==> src/rtl/vx_burst_arbiter_pkg.sv <==
// Shared definitions for the burst arbiter: index-width macro and FSM state type.
`ifndef LOG2UP
`define LOG2UP(x) (((x) > 1) ? $clog2(x) : 1)
`endif

package vx_burst_arbiter_pkg;

    // IDLE: free to pick a new requester; LOCKED: a multi-beat burst is open.
    typedef enum logic {
        ARB_IDLE   = 1'b0,
        ARB_LOCKED = 1'b1
    } arb_state_e;

endpackage

==> src/rtl/vx_burst_arbiter_obuf.sv <==
// One-entry registered output stage with full throughput: it accepts a new
// beat in the same cycle the held beat drains downstream.
module vx_burst_arbiter_obuf #(
    parameter int DATA_WIDTH = 32,
    parameter int SEL_WIDTH  = 2
) (
    input  logic                  clk,
    input  logic                  reset,
    input  logic                  valid_i,
    output logic                  ready_o,
    input  logic [DATA_WIDTH-1:0] data_i,
    input  logic                  last_i,
    input  logic [SEL_WIDTH-1:0]  sel_i,
    output logic                  valid_o,
    input  logic                  ready_i,
    output logic [DATA_WIDTH-1:0] data_o,
    output logic                  last_o,
    output logic [SEL_WIDTH-1:0]  sel_o
);

    logic                  valid_q;
    logic [DATA_WIDTH-1:0] data_q;
    logic                  last_q;
    logic [SEL_WIDTH-1:0]  sel_q;

    // The slot can take a beat when empty or when its content leaves this cycle.
    assign ready_o = !valid_q || ready_i;

    // Load on upstream accept, otherwise drain the slot on downstream accept.
    always_ff @(posedge clk or negedge reset) begin
        if (!reset) begin
            valid_q <= 1'b0;
            data_q  <= '0;
            last_q  <= 1'b0;
            sel_q   <= '0;
        end else if (valid_i && ready_o) begin
            valid_q <= 1'b1;
            data_q  <= data_i;
            last_q  <= last_i;
            sel_q   <= sel_i;
        end else if (ready_i) begin
            valid_q <= 1'b0;
        end
    end

    assign valid_o = valid_q;
    assign data_o  = data_q;
    assign last_o  = last_q;
    assign sel_o   = sel_q;

endmodule

==> src/rtl/vx_burst_arbiter.sv <==
// Round-robin arbiter that locks onto a requester from its first beat until
// its last beat, so bursts from different requesters never interleave.
module vx_burst_arbiter
    import vx_burst_arbiter_pkg::*;
#(
    parameter int NUM_REQS     = 4,
    parameter int DATA_WIDTH   = 32,
    parameter int LOG_NUM_REQS = `LOG2UP(NUM_REQS)
) (
    input  logic                           clk,
    input  logic                           reset,
    input  logic [NUM_REQS-1:0]            valid_in,
    input  logic [NUM_REQS*DATA_WIDTH-1:0] data_in,
    input  logic [NUM_REQS-1:0]            last_in,
    output logic [NUM_REQS-1:0]            ready_in,
    output logic                           valid_out,
    output logic [DATA_WIDTH-1:0]          data_out,
    output logic                           last_out,
    output logic [LOG_NUM_REQS-1:0]        sel_out,
    input  logic                           ready_out,
    output logic                           locked
);

    localparam logic [LOG_NUM_REQS-1:0] LAST_IDX = LOG_NUM_REQS'(NUM_REQS - 1);
    localparam logic [LOG_NUM_REQS:0]   NUM_EXT  = (LOG_NUM_REQS + 1)'(NUM_REQS);

    // Modulo-NUM_REQS increment; non-power-of-two counts wrap at NUM_REQS-1.
    function automatic logic [LOG_NUM_REQS-1:0] idx_inc(input logic [LOG_NUM_REQS-1:0] idx);
        return (idx == LAST_IDX) ? '0 : idx + 1'b1;
    endfunction

    arb_state_e                state_q;
    logic [LOG_NUM_REQS-1:0]   ptr_q;
    logic [LOG_NUM_REQS-1:0]   lock_idx_q;
    logic                      locked_q;

    logic [LOG_NUM_REQS:0]     idx_sum;
    logic [LOG_NUM_REQS-1:0]   pick_idx;
    logic                      pick_valid;
    logic [LOG_NUM_REQS-1:0]   grant_idx;
    logic                      grant_en;
    logic                      can_load;
    logic                      beat_acc;
    logic                      beat_last;
    logic [DATA_WIDTH-1:0]     beat_data;
    logic [DATA_WIDTH-1:0]     data_arr [NUM_REQS];

    // Rotate-then-priority pick: scan ptr, ptr+1, ... and keep the nearest valid.
    always_comb begin
        pick_idx   = '0;
        pick_valid = 1'b0;
        idx_sum    = '0;
        for (int k = NUM_REQS - 1; k >= 0; k--) begin
            idx_sum = {1'b0, ptr_q} + (LOG_NUM_REQS + 1)'(k);
            if (idx_sum >= NUM_EXT) begin
                idx_sum = idx_sum - NUM_EXT;
            end
            if (valid_in[idx_sum[LOG_NUM_REQS-1:0]]) begin
                pick_idx   = idx_sum[LOG_NUM_REQS-1:0];
                pick_valid = 1'b1;
            end
        end
    end

    // An open burst owns the grant even while its requester is momentarily idle.
    assign grant_idx = (state_q == ARB_LOCKED) ? lock_idx_q : pick_idx;
    assign grant_en  = (state_q == ARB_LOCKED) || pick_valid;

    for (genvar gi = 0; gi < NUM_REQS; gi++) begin : g_req
        assign ready_in[gi] = can_load && grant_en && (grant_idx == LOG_NUM_REQS'(gi));
        assign data_arr[gi] = data_in[gi*DATA_WIDTH +: DATA_WIDTH];
    end

    assign beat_acc  = |(valid_in & ready_in);
    assign beat_last = last_in[grant_idx];
    assign beat_data = data_arr[grant_idx];

    // Burst FSM: open a lock on a non-last first beat, advance ptr past the
    // granted requester whenever its last beat is taken.
    always_ff @(posedge clk or negedge reset) begin
        if (!reset) begin
            state_q    <= ARB_IDLE;
            ptr_q      <= '0;
            lock_idx_q <= '0;
            locked_q   <= 1'b0;
        end else if (beat_acc) begin
            case (state_q)
                ARB_IDLE: begin
                    if (beat_last) begin
                        ptr_q <= idx_inc(pick_idx);
                    end else begin
                        state_q    <= ARB_LOCKED;
                        lock_idx_q <= pick_idx;
                        locked_q   <= 1'b1;
                    end
                end
                ARB_LOCKED: begin
                    if (beat_last) begin
                        state_q  <= ARB_IDLE;
                        ptr_q    <= idx_inc(lock_idx_q);
                        locked_q <= 1'b0;
                    end
                end
            endcase
        end
    end

    assign locked = locked_q;

    vx_burst_arbiter_obuf #(
        .DATA_WIDTH (DATA_WIDTH),
        .SEL_WIDTH  (LOG_NUM_REQS)
    ) u_obuf (
        .clk     (clk),
        .reset   (reset),
        .valid_i (beat_acc),
        .ready_o (can_load),
        .data_i  (beat_data),
        .last_i  (beat_last),
        .sel_i   (grant_idx),
        .valid_o (valid_out),
        .ready_i (ready_out),
        .data_o  (data_out),
        .last_o  (last_out),
        .sel_o   (sel_out)
    );

endmodule

==> config.mk <==
export PLATFORM = sky130hd
export DESIGN_NAME = vx_burst_arbiter
export DESIGN_NICKNAME = d
export VERILOG_FILES = /design/src/rtl/vx_burst_arbiter_pkg.sv /design/src/rtl/vx_burst_arbiter_obuf.sv /design/src/rtl/vx_burst_arbiter.sv
export SDC_FILE = /design/constraint.sdc
export NUM_CORES = 1
export LEC_CHECK = 0
export ABC_AREA = 1
export BUFFER_PORTS_ARGS = -buffer_cell sky130_fd_sc_hd__buf_2
export CAP_MARGIN = 30
export CORE_MARGIN = 4
export CORE_UTILIZATION = 44
export DETAILED_ROUTE_END_ITERATION = 8
export PLACE_DENSITY = 0.91
export SYNTH_ARGS = -nofsm -noshare
export SYNTH_HDL_FRONTEND = slang
export SYNTH_SLANG_ARGS = --single-unit
==> constraint.sdc <==
create_clock -name clk -period 2.8 [get_ports clk]
set_clock_uncertainty 0.1 [all_clocks]
set_input_delay 0.14 -clock clk [delete_from_list [all_inputs] [get_ports clk]]
set_output_delay 0.14 -clock clk [all_outputs]
set_load 0.01 [all_outputs]
==> load_flow_metrics.sql <==
INSERT INTO impl_metrics (metric_group, metric, value, unit) VALUES
('grt', 'grt_overflow', '0', ''),
('layout', 'antenna_cells', '0', ''),
('clock_network', 'tritoncts_num_sinks', '42', ''),
('setup_path', 'setup.worst_path.class', 'flip-flop to flip-flop', ''),
('outcome', 'status', 'completed', ''),
('yosys', 'yosys_warnings', '0', ''),
('hold_path', 'hp-start', 'ready_out', ''),
('setup_path', 'worst_ep_required_time', '2.93', 'ns'),
('setup_path', 'timing.rr.end', 'u_obuf.data_o[22]', ''),
('route', 'drt_pre_antenna_iters', '5', ''),
('hold_path', 'timing.hold.worst_path_depth', '4', ''),
('setup_path', 'worst-r2r-cell-count', '18', ''),
('timing', 'totalNegativeSetupSlack', '0', 'ns'),
('yosys', 'synth_fp_nets', '623', ''),
('layout', 'utilization', '0.635', ''),
('timing', 'worst_pin_slew', '0.525', 'ns'),
('die', 'num_io_pins', '180', ''),
('clock_network', 'tritoncts', 'built', ''),
('setup_path', 'end_kind', 'flip-flop', ''),
('setup_path', 'crit_arrival', '2.71', 'ns'),
('yosys', 'synthesis.instances', '482', ''),
('route', 'routed_via_density', '5.05', ''),
('route', 'route.detailed.drc', '0', ''),
('setup_path', 'critical_path.max_stage_delay', '0.45', 'ns'),
('yosys', 'synth.distinct_cells', '26', ''),
('die', 'core_area', '6490', 'µm²'),
('clock_network', 'clock_tree.htree_level_count', '2', ''),
('placed_design', 'port_buffers', '179', ''),
('layout', 'synthToLayoutAreaGrowth', '37.5', '%'),
('placed_design', 'gpl.final_weighted_congestion', '0.984', ''),
('setup_path', 'cp_num_buf_inv', '4', ''),
('layout', 'finalNetCount', '801', ''),
('setup_path', 'critical_path.startpoint_type', 'flip-flop', ''),
('setup_path', 'cp_max_fo', '19', ''),
('timing', 'setup_viol', '0', ''),
('route', 'routed_wirelength', '10.2', 'mm'),
('layout', 'drive_above_1_share', '0.337', ''),
('placed_design', 'place.detailed.hpwl', '7.70', 'mm'),
('yosys', 'ys_seq_area_frac', '0.351', ''),
('timing', 'final_min_period_over_clock_period', '0.921', ''),
('route', 'drt-initial-drc-count', '204', ''),
('setup_path', 'critical-path-slowest-cell', 'sky130_fd_sc_hd__dfrtp_2', ''),
('clock_network', 'clockRootBuffer', 'sky130_fd_sc_hd__clkbuf_8', ''),
('setup_path', 'r2r_slack', '0.22', 'ns'),
('clock_network', 'numCtsBuffers', '5', ''),
('setup_path', 'crit_family', 'simple AND/OR/NAND/NOR gates', ''),
('grt', 'grt_antenna_before_repair', '0', ''),
('yosys', 'syn-cell-area', '3000', 'µm²'),
('setup_path', 'critical_path.cell_chain', 'buf_4 > nand2_1 > nand2_1 > nand2_1 > nand2_1 > inv_1 > nand2_1 > nand2_1 > nand3_2 > nand2_4 > buf_4 > nor2_2 > nand3_1 > nand2_2 > nor2_8 > buf_4 > nand2_1 > nand2_1', ''),
('timing', 'relSlewSlack', '0.650', ''),
('timing', 'finalHoldViolCount', '0', ''),
('die', 'initial_utilization', '0.462', ''),
('setup_path', 'reg2reg_from', 'ptr_q[0]', ''),
('clock_network', 'clk_pin_slew', '0.08', 'ns'),
('grt', 'first_global_vias', '3599', ''),
('die', 'die_area', '8200', 'µm²'),
('yosys', 'synthesis.area_per_instance', '6.22', 'µm²'),
('timing', 'max_fclk', '388', 'MHz'),
('timing', 'final_period_minus_worst_setup_slack', '2.58', 'ns'),
('route', 'route.vias.total', '3729', ''),
('die', 'std_cell_rows', '29', ''),
('hold_path', 'min_path_type', 'input port to flip-flop', ''),
('clock_network', 'clock_path_buffers', '2', ''),
('grt', 'grt_usage', '0.240', ''),
('timing', 'grt_setup_unrepaired', 'false', ''),
('clock_network', 'clk-insertion-delay-late', '0.29', 'ns'),
('die', 'die_w', '90.5', 'µm'),
('grt', 'grt_pass1_wl', '16.3', 'mm'),
('route', 'wire_per_inst', '13.8', 'µm'),
('grt', 'pin_count_of_the_biggest_net_entering_global_routing', '43', ''),
('pwr', 'power-per-cell-area', '1430', 'nW/µm²'),
('yosys', 'synth_seq_cells', '42', ''),
('setup_path', 'cpMostUsedCell', 'sky130_fd_sc_hd__nand2_1', ''),
('pwr', 'leakage', '2.50', 'nW'),
('pwr', 'irDropWorstVdd', '801', 'µV'),
('flow_run', 'max-cap-violations', '0', ''),
('route', 'ant_nets', '0', ''),
('timing', 'finalMaxSlewViolations', '0', ''),
('die', 'die_height', '90.5', 'µm'),
('hold_path', 'capture_endpoint_of_the_worst_hold_path', 'u_obuf.valid_o', '');
[per-layer routing]
metal | part of all wire | up-vias | global-route usage
met1 | 0.38 | 1656 | 0.272
met5 | 0 | - | 0
li1 | - | 1863 | -
met3 | 0.078 | 24 | 0.0508
met4 | 0.025 | 0 | 0.0804
met2 | 0.51 | 186 | 0.442
[what timing repair did]
item | in CTS | in global routing
hold buffers | 1 | 0
endpoints found under the hold margin | 42 | 0
pin swaps | 0 | 0
endpoints found under the setup margin | 2 | 42
gates resized for setup | 1 | 9
setup buffers | 0 | 3
[metrics by stage]
stage	setup WS (ns)	hold WS [ns]	total power [mW]	cell area [µm²]	std cells
finish	0.221	0.00768	5.89	4120	738
detailed placement	0.0160	0.243	5.31	3940	725
global placement	0.170	0.224	5.16	3940	725
global route	0.00179	0.00938	6.49	4120	738
CTS	0.0852	0.00569	5.81	4060	734
floorplan	0.343	-0.256	4.12	3000	482
[cell usage in the layout (no fill, tap or decap)]
cell type                       synthesis  routed
sky130_fd_sc_hd__nand2_1              239     239
sky130_fd_sc_hd__buf_2                  7     179
sky130_fd_sc_hd__dfrtp_1               42      41
sky130_fd_sc_hd__a21oi_1               34      34
sky130_fd_sc_hd__inv_1                 34      33
sky130_fd_sc_hd__o21ai_0               32      31
sky130_fd_sc_hd__nand3_1               26      26
sky130_fd_sc_hd__nor2_1                17      15
sky130_fd_sc_hd__buf_4                  9       9
sky130_fd_sc_hd__o21ai_1                8       8
sky130_fd_sc_hd__nand2_2                6       6
sky130_fd_sc_hd__clkbuf_8               0       5
sky130_fd_sc_hd__inv_2                  3       4
sky130_fd_sc_hd__nor2_2                 1       3
sky130_fd_sc_hd__nand4_1                3       3
sky130_fd_sc_hd__o21bai_1               3       3
sky130_fd_sc_hd__buf_12                 0       3
sky130_fd_sc_hd__nand3_2                2       2
sky130_fd_sc_hd__buf_6                  3       2
sky130_fd_sc_hd__or2_2                  1       1
sky130_fd_sc_hd__nand2_4                1       1
sky130_fd_sc_hd__nor2_4                 1       1
sky130_fd_sc_hd__o21ai_2                0       1
sky130_fd_sc_hd__nor3_1                 1       1
sky130_fd_sc_hd__nor2_8                 1       1
sky130_fd_sc_hd__a21boi_0               1       1
sky130_fd_sc_hd__ha_2                   0       1
sky130_fd_sc_hd__ha_1                   2       1
sky130_fd_sc_hd__bufinv_16              0       1
sky130_fd_sc_hd__clkinvlp_4             0       1
sky130_fd_sc_hd__clkbuf_1               4       1
sky130_fd_sc_hd__dlygate4sd3_1          0       1
sky130_fd_sc_hd__dfrtp_2                0       1
sky130_fd_sc_hd__clkbuf_2               0       1
[final cells by class]
cell class,count,area (µm²)
Fill cell,576,2370
Multi-Input combinational cell,379,1660
Timing Repair Buffer,195,1060
Sequential cell,42,1050
Inverter,37,139
Tap cell,77,96.3
Clock buffer,6,72.6
Clock inverter,2,37.5
[worst max-delay path by stage]
stage               cells after the start  slack [ns]           endpoint  startpoint
floorplan                              19        0.34           ptr_q[1]    ptr_q[0]
global placement                       16        0.17  u_obuf.data_o[27]    ptr_q[0]
detailed placement                     16        0.02  u_obuf.data_o[24]    ptr_q[0]
CTS                                    16        0.09  u_obuf.data_o[24]    ptr_q[0]
global route                           18       0.002  u_obuf.data_o[25]    ptr_q[0]
finish                                 18        0.22  u_obuf.data_o[22]    ptr_q[0]
[state kept, by name, summed over array words and instances, names as in the netlist]
name and flops:
u_obuf.valid_o 1, state_q 1, ptr_q 2, u_obuf.sel_o 2
lock_idx_q 2, locked 1, u_obuf.data_o 32, u_obuf.last_o 1
[cell usage after synthesis, drive strengths merged]
library cell,n,share of area
a21boi,1,0.0025
a21oi,34,0.057
buf,20,0.047
clkbuf,4,0.0050
dfrtp,42,0.35
ha,2,0.0083
inv,37,0.046
nand2,246,0.32
nand3,28,0.050
nand4,3,0.0063
nor2,20,0.034
nor3,1,0.0017
o21ai,40,0.067
o21bai,3,0.0075
or2,1,0.0021
[logic make-up after synthesis]
kind of cell	share of synthesized area
flip-flops	0.351
AND/OR/NAND/NOR	0.409
buffers and inverters	0.0981
adder cells (fa/ha/maj)	0.00835
AO/OA/AOI/OAI	0.134
[power breakdown]
group          switching [mW]  internal, mW  leakage [nW]
clock network           0.206         0.266        0.0514
registers               0.178         0.935         0.524
logic                    2.75          1.55          1.92
[worst register-to-register path, stage by stage, from the launching register on]
cell and delay (ns):
sky130_fd_sc_hd__dfrtp_2 0.45, sky130_fd_sc_hd__buf_4 0.16, sky130_fd_sc_hd__nand2_1 0.05, sky130_fd_sc_hd__nand2_1 0.07, sky130_fd_sc_hd__nand2_1 0.10, sky130_fd_sc_hd__nand2_1 0.05, sky130_fd_sc_hd__inv_1 0.05, sky130_fd_sc_hd__nand2_1 0.06
sky130_fd_sc_hd__nand2_1 0.07, sky130_fd_sc_hd__nand3_2 0.08, sky130_fd_sc_hd__nand2_4 0.09, sky130_fd_sc_hd__buf_4 0.23, sky130_fd_sc_hd__nor2_2 0.09, sky130_fd_sc_hd__nand3_1 0.12, sky130_fd_sc_hd__nand2_2 0.15, sky130_fd_sc_hd__nor2_8 0.29
sky130_fd_sc_hd__buf_4 0.19, sky130_fd_sc_hd__nand2_1 0.05, sky130_fd_sc_hd__nand2_1 0.06
Power figures use the tool's default switching activity.
